### src/rtl/hrange_rep.sv
// Range generator: emits base, base+step, ... while strictly before limit, each value
// REPEAT times, on a ready/valid/done interface with overflow-safe termination.
module hrange_rep #(
    parameter int WIDTH  = 32,
    parameter int REPEAT = 2,
    parameter int REP_W  = $clog2(REPEAT + 1)
) (
    input  logic             _clock,
    input  logic             _reset,
    input  logic             _start,
    input  logic [WIDTH-1:0] base,
    input  logic [WIDTH-1:0] limit,
    input  logic [WIDTH-1:0] step,
    input  logic             _ready,
    output logic             _valid,
    output logic             _done,
    output logic [WIDTH-1:0] _0,
    output logic [REP_W-1:0] _1
);

    typedef enum logic {StDone, StRun} state_e;

    state_e           state_q, state_d;
    logic [WIDTH-1:0] val_q, val_d;
    logic [REP_W-1:0] rep_q, rep_d;
    logic [WIDTH-1:0] lim_q, lim_d;
    logic [WIDTH-1:0] step_q, step_d;
    logic             valid_q, valid_d;
    logic             done_q, done_d;
    logic [WIDTH:0]   nxt;
    logic             ovf;

    // A zero step never satisfies the condition, so it terminates immediately.
    function automatic logic cond_ok(input logic signed [WIDTH-1:0] x,
                                     input logic signed [WIDTH-1:0] lim,
                                     input logic signed [WIDTH-1:0] stp);
        if (stp > 0) return x < lim;
        if (stp < 0) return x > lim;
        return 1'b0;
    endfunction

    always_comb begin
        state_d = state_q;
        val_d   = val_q;
        rep_d   = rep_q;
        lim_d   = lim_q;
        step_d  = step_q;
        valid_d = valid_q;
        done_d  = done_q;
        // Sign-extended sum: overflow shows as disagreement of the top two bits.
        nxt     = {val_q[WIDTH-1], val_q} + {step_q[WIDTH-1], step_q};
        ovf     = nxt[WIDTH] ^ nxt[WIDTH-1];

        if (_start) begin
            lim_d  = limit;
            step_d = step;
            val_d  = base;
            rep_d  = '0;
            if (cond_ok(base, limit, step)) begin
                state_d = StRun;
                valid_d = 1'b1;
                done_d  = 1'b0;
            end else begin
                state_d = StDone;
                valid_d = 1'b0;
                done_d  = 1'b1;
            end
        end else if (_reset) begin
            state_d = StDone;
            val_d   = '0;
            rep_d   = '0;
            valid_d = 1'b0;
            done_d  = 1'b1;
        end else if (state_q == StRun && (_ready || !valid_q)) begin
            if (int'(rep_q) < REPEAT - 1) begin
                rep_d   = rep_q + REP_W'(1);
                valid_d = 1'b1;
            end else if (ovf || !cond_ok(nxt[WIDTH-1:0], lim_q, step_q)) begin
                state_d = StDone;
                valid_d = 1'b0;
                done_d  = 1'b1;
            end else begin
                val_d   = nxt[WIDTH-1:0];
                rep_d   = '0;
                valid_d = 1'b1;
                done_d  = 1'b0;
            end
        end
    end

    always_ff @(posedge _clock) begin
        state_q <= state_d;
        val_q   <= val_d;
        rep_q   <= rep_d;
        lim_q   <= lim_d;
        step_q  <= step_d;
        valid_q <= valid_d;
        done_q  <= done_d;
    end

    assign _valid = valid_q;
    assign _done  = done_q;
    assign _0     = val_q;
    assign _1     = rep_q;

endmodule

### config.mk
export PLATFORM = sky130hd
export DESIGN_NAME = hrange_rep
export DESIGN_NICKNAME = d
export VERILOG_FILES = /design/src/rtl/hrange_rep.sv
export SDC_FILE = /design/constraint.sdc
export NUM_CORES = 1
export LEC_CHECK = 0
export CORE_MARGIN = 2
export CORE_UTILIZATION = 30
export DETAILED_ROUTE_END_ITERATION = 7
export GPL_TIMING_DRIVEN = 0
export PLACE_DENSITY = 0.62
export SLEW_MARGIN = 20
export SYNTH_ARGS = -nofsm -noshare
export SYNTH_HDL_FRONTEND = slang
export SYNTH_SLANG_ARGS = --single-unit
export TNS_END_PERCENT = 30
### constraint.sdc
create_clock -name _clock -period 8.1 [get_ports _clock]
set_input_delay 2.025 -clock _clock [delete_from_list [all_inputs] [get_ports _clock]]
set_output_delay 2.025 -clock _clock [all_outputs]
set_load 0.05 [all_outputs]
## Word level (Yosys, flattened, before mapping)

Cells that the tools add are included.

- Flip-flop bits (word level): 101
- Latch bits: 0
- RAM bits: 0
- Bits in read-only memories: 0
- Input bits: 100
- Output and inout bits: 36
- Word-level logic and storage cells: 87
- Memories kept: 0

- Add/subtract/negate cells: 2
- Multiply operators: 0
- Div/mod/pow operators: 0
- Magnitude comparators: 9
- Equal/unequal tests: 3
- Shift operators: 0
- Mux-type cells: 53
- Bitwise operators: 1
- Reductions and logical operators: 12

Operator list:

| cell | count |
|---|---|
| 2-to-1 mux 32 bit | 5 |
| greater-than comparator 32 x 1 -> 1 bit (second input constant) | 2 |
| greater-than comparator 32 bit | 2 |
| less-than comparator 32 x 1 -> 1 bit (second input constant) | 2 |
| less-than comparator 32 bit | 2 |
| 2-to-1 mux 1 bit | 46 |
| adder 32 x 32 -> 33 bit | 1 |
| != test 3 bit (second input constant) | 2 |
| AND reduction 3 bit | 2 |
| nonzero test 3 bit | 2 |
| 2-to-1 mux 2 bit | 2 |
| AND reduction 2 bit | 2 |
| adder 2 x 1 -> 2 bit (second input constant) | 1 |
| logical NOT 1 bit | 2 |
| logical OR 1 bit | 2 |
| less-than comparator 2 x 1 -> 1 bit (second input constant) | 1 |
| != test 2 bit (second input constant) | 1 |
| OR reduction 2 bit | 1 |
| logical AND 1 bit | 1 |
| bitwise XOR 1 bit | 1 |

## Depth between registers and ports, before layout

- Depth after elaboration: 24
- Mapped depth: 20
- Gate-level depth less buffers: 20

## Worst setup path after synthesis

No wires, ideal clock.

- Path kind: flip-flop to flip-flop
- From: register val_q[0], in the netlist _0[0]
- To: register val_q[0], in the netlist _0[0] (enable)
- Data arrival time: 6.198 ns
- Data required time: 7.658 ns
- Setup slack: 1.460 ns
- Stages on the path, launching flop included: 20
- Buffers on the path: 0
- Cell sequence: edfxtp_1 ha_1 fa_1 a211oi_2 o211ai_1 a21oi_2 nand2_2 a31oi_4 o41ai_2 a221oi_2 xnor2_1 ha_1 a21oi_1 a21boi_0 o31ai_1 o311ai_0 nor3_2 xnor2_1 mux2_2 o41ai_2

- Longest elaborated chain between the ends: 14
- Elaborated cells on any way between the ends: 16

Ends and longest elaborated chain:

| item | RTL line | text |
|---|---|---|
| from (decl) | 24 | `logic [WIDTH-1:0] val_q, val_d;` |
| from (signal assigned) | 93 | `val_q <= val_d;` |
| adder 32 x 32 -> 33 bit * | 51 | `nxt = {val_q[WIDTH-1], val_q} + {step_q[WIDTH-1], step_q};` |
| less-than comparator 32 bit | 37 | `if (stp > 0) return x < lim;` |
| 2-to-1 mux 1 bit | 37 |  |
| 2-to-1 mux 1 bit | 38 | `if (stp < 0) return x > lim;` |
| 2-to-1 mux 1 bit | 39 | `return 1'b0;` |
| 2-to-1 mux 1 bit | 38 |  |
| 2-to-1 mux 1 bit | 75 | `if (int'(rep_q) < REPEAT - 1) begin` |
| 2-to-1 mux 1 bit | 74 | `end else if (state_q == StRun && (_ready \|\| !valid_q)) begin` |
| 2-to-1 mux 1 bit | 68 | `end else if (_reset) begin` |
| 2-to-1 mux 1 bit | 54 | `if (_start) begin` |
| logical NOT 1 bit | 78 | `end else if (ovf \|\| !cond_ok(nxt[WIDTH-1:0], lim_q, step_q)) begin` |
| logical OR 1 bit * | 78 |  |
| != test 3 bit (no line) * | n/a |  |
| AND reduction 3 bit (no line) * | n/a |  |

Every way passes the cells marked *; elsewhere a longest branch is shown, timed or not. The select of a mux whose other input is x is not followed.
A chain may end at the register's enable or synchronous reset.

## Worst setup path after layout

- From: register val_q[0], in the netlist _0[0]
- To: register val_q[16], in the netlist _0[16] (enable)

The elaborated chain is that of the path after synthesis.

==> flow_metrics.env <==
export IMPL_drc=0
export IMPL_initialDrtViolationCount=423
export IMPL_p_leak_nw=3.716
export IMPL_hold_path_cell_count=2
export IMPL_p_per_area_nw_per_um2=219.4
export IMPL_p_int_mw=1.216
export IMPL_relSlewSlack_pct=46.47
export IMPL_port_buffer_count=135
export IMPL_diodes=0
export IMPL_ioPinCount=136
export IMPL_ys_ff_latch=101
export IMPL_synthCells=638
export IMPL_rr_endpoint="_0[16]"
export IMPL_cts_buffers=9
export IMPL_grt_pass1_vias=5548
export IMPL_finalCriticalPeriod_ns=6.360
export IMPL_postSynthAreaPerCell_um2=10.90
export IMPL_worstHoldStart="_1[0]"
export IMPL_pre_cts_slack_ns=1.732
export IMPL_dp_hpwl_mm=16.43
export IMPL_antenna_found_initial=0
export IMPL_die_w_um=156.3
export IMPL_grt_util_all_layers_pct=16.41
export IMPL_ys_warnings_count=0
export IMPL_start_util_pct=30.62
export IMPL_fin_tns_setup_ns=0
export IMPL_yosysSeqAreaShare_pct=43.32
export IMPL_async_flop_share_pct=0
export IMPL_final_cell_mix="clkdlybuf4s50_1, edfxtp_1, ha_1"
export IMPL_hold_end="_1[0]"
export IMPL_cts_reportedPaths_clkPinSlew_ns=0.07
export IMPL_start_kind="register"
export IMPL_path_buf_inv=2
export IMPL_reg2reg_slack_ns=1.74
export IMPL_grt_max_degree=46
export IMPL_routed_wl_mm=19.80
export IMPL_switching_share_pct=38.49
export IMPL_num_nets_final=986
export IMPL_cp_end_kind="register"
export IMPL_p_comb_share_pct=43.8
export IMPL_core_area_um2=22710
export IMPL_r2r_start="_0[0]"
export IMPL_r2r_cells=21
export IMPL_cp_max_fo=11
export IMPL_rows=55
export IMPL_grt_remaining_overflow=0
export IMPL_routabilityCongestion=0.8589
export IMPL_maxSlewViolCount=0
export IMPL_crit_family="compound AO/OA/AOI/OAI gates"
export IMPL_timing_final_ws_setup_ns=1.740
export IMPL_finClkSkew_ns=0.008700
export IMPL_required_ns=8.16
export IMPL_synth_top_flop_cell="edfxtp_1"
export IMPL_worst_setup_path_type="reg -> reg"
export IMPL_worst_ir_drop_vdd_mv=0.1153
export IMPL_synth_cell_area_um2=6954
export IMPL_tightestPinTransition_ns=0.8000
export IMPL_worstPathCellList="ha_1 > fa_1 > a211oi_2 > o211ai_1 > a21oi_2 > nand2_2 > a21oi_2 > o21ai_1 > a31oi_1 > xnor2_1 > ha_1 > and4_1 > nand3_1 > nor4b_1 > nor4b_1 > nor3_2 > xnor2_1 > mux2_2 > o41ai_4 > buf_6 > buf_4"
export IMPL_drv_cap=0
export IMPL_fin_hold_ws_ns=0.5038
export IMPL_cp_arrival_ns=6.42
export IMPL_cts_htree_levels=3
export IMPL_grt_first_pass_wirelength_mm=30.36
export IMPL_hold_viol=0
export IMPL_setup_violations=0
export IMPL_layout_drive_gt1_share_pct=6.431
export IMPL_clkSinkCount=101
export IMPL_synth_edff_count=99
export IMPL_switching_power_uw=761.3
export IMPL_cts_buffer_depth=2
export IMPL_period_share_pct=78.52
export IMPL_drt_wirelength_per_cell_um=18.37
export IMPL_cts_tree="done"
export IMPL_dieArea_um2=24410
export IMPL_rsz0062_at_grt="false"
export IMPL_cpPeakStageDelay_ns=0.52
export IMPL_clkPwrFrac_pct=21.9
export IMPL_status="complete, no violations"
export IMPL_insertion_delay_ns=0.36
export IMPL_n_fill_cell=2238
export IMPL_viasPerCell=5.096
export IMPL_drt_pass1_iter_count=4
export IMPL_yosysUniqueCellTypes=62
export IMPL_power_frac_seq_pct=34.3
export IMPL_synth_nets=836
export IMPL_dp_cells=1062
export IMPL_cts_resized=0
export IMPL_holdCritPathClass="reg -> reg"
export IMPL_detail_route_antenna_nets=0
export IMPL_power_mw=1.978
export IMPL_cts_root_buf="clkbuf_16"
export IMPL_fmax_ghz=0.1572
export IMPL_final_common_cell="clkdlybuf4s50_1"
export IMPL_critPathLaunch="_0[0]"
export IMPL_cts_setup_buffers=0
export IMPL_vias=5493
export IMPL_die_h_um=156.3
export IMPL_crit_path_top_delay_cell="nor4b_1"
export IMPL_final_cells=1078
export IMPL_synthToLayoutAreaGrowth_pct=29.61
export IMPL_ctsHoldBuffers=0
-- cell usage after synthesis (all sizes together), types with 6 or more instances --
| master | number | area share (%) |
|---|---|---|
| o21ai | 23 | 1.8 |
| xnor2 | 20 | 2.8 |
| a21o | 21 | 2.3 |
| nand3 | 14 | 1.0 |
| o211ai | 10 | 1.1 |
| inv | 82 | 4.4 |
| a21oi | 57 | 4.3 |
| xor2 | 11 | 1.4 |
| edfxtp | 99 | 43 |
| clkbuf | 7 | 0.38 |
| nand2 | 28 | 1.5 |
| o21bai | 6 | 0.65 |
| nand4 | 19 | 1.7 |
| nor4 | 17 | 1.5 |
| nor2 | 22 | 1.2 |
| ha | 97 | 17 |
| a22o | 30 | 3.8 |
-- how the worst max path moves through the flow --
stage | slack [ns] | endpoint | cells past startpoint
after detailed placement | 1.73 | _0[17] | 21
after CTS | 1.68 | _0[11] | 21
after floorplan | 1.46 | _0[0] | 19
after global routing | 1.13 | _0[11] | 21
final | 1.74 | _0[16] | 21
after global placement | -0.36 | _0[17] | 19
-- area by class of cell --
cell class | count | area, um^2 | share of cell area (%)
Multi-Input combinational cell | 446 | 3610 | 40.05
Clock buffer | 9 | 225.2 | 2.499
Clock inverter | 7 | 63.81 | 0.7079
Tap cell | 285 | 356.6 | 3.956
Sequential cell | 101 | 3013 | 33.43
Timing Repair Buffer | 139 | 1403 | 15.56
Inverter | 82 | 307.8 | 3.415
Buffer | 9 | 35.03 | 0.3887
-- state kept, by name (all words and copies together), names as in the netlist --
| name | flops |
|---|---|
| lim_q | 32 |
| state_q | 1 |
| _1 | 2 |
| step_q | 32 |
| _valid | 1 |
| _0 | 32 |
| _done | 1 |
-- through the flow --
step | instance area, um^2 | util (%)
3_5_place_dp | 8725 | 38.42
5_1_grt | 9014 | 39.69
4_1_cts | 9014 | 39.69
6_report | 9014 | 39.69
3_3_place_gp | 8662 | 38.14
2_1_floorplan | 6954 | -
-- cells by family after synthesis --
logic type | count (synthesis) | synth area share [%]
xor+xnor | 31 | 4.174
buf+inv | 91 | 4.930
mux | 2 | 0.3059
flops | 101 | 43.32
compound gates | 188 | 19.85
simple gates | 127 | 9.680
fa+ha+maj | 98 | 17.74
-- power groups by stage --
stage	registers (mW)	clock network (mW)	logic, mW
5_1_grt	0.684	0.463	0.959
4_1_cts	0.680	0.443	0.867
3_5_place_dp	0.691	0	0.861
6_report	0.678	0.433	0.866
3_3_place_gp	0.694	0	0.842
2_1_floorplan	0.769	0	0.507
-- routing by layer --
metal  vias up  GRT usage [%]  routed length, um  share of wire (%)
li1       2721              -                  -                  -
met1      2624          21.98               9180                 46
met2       128          27.17               9415                 48
met3        20          3.379                906                4.6
met4         0          4.019                299                1.5
met5         -              0                  0                  0
-- worst min-delay path: cells and delay by family (launching register included) --
family | cells | cell delay, ns
flops | 1 | 0.34
compound gates | 2 | 0.12
(Power assumes the default switching activity.)
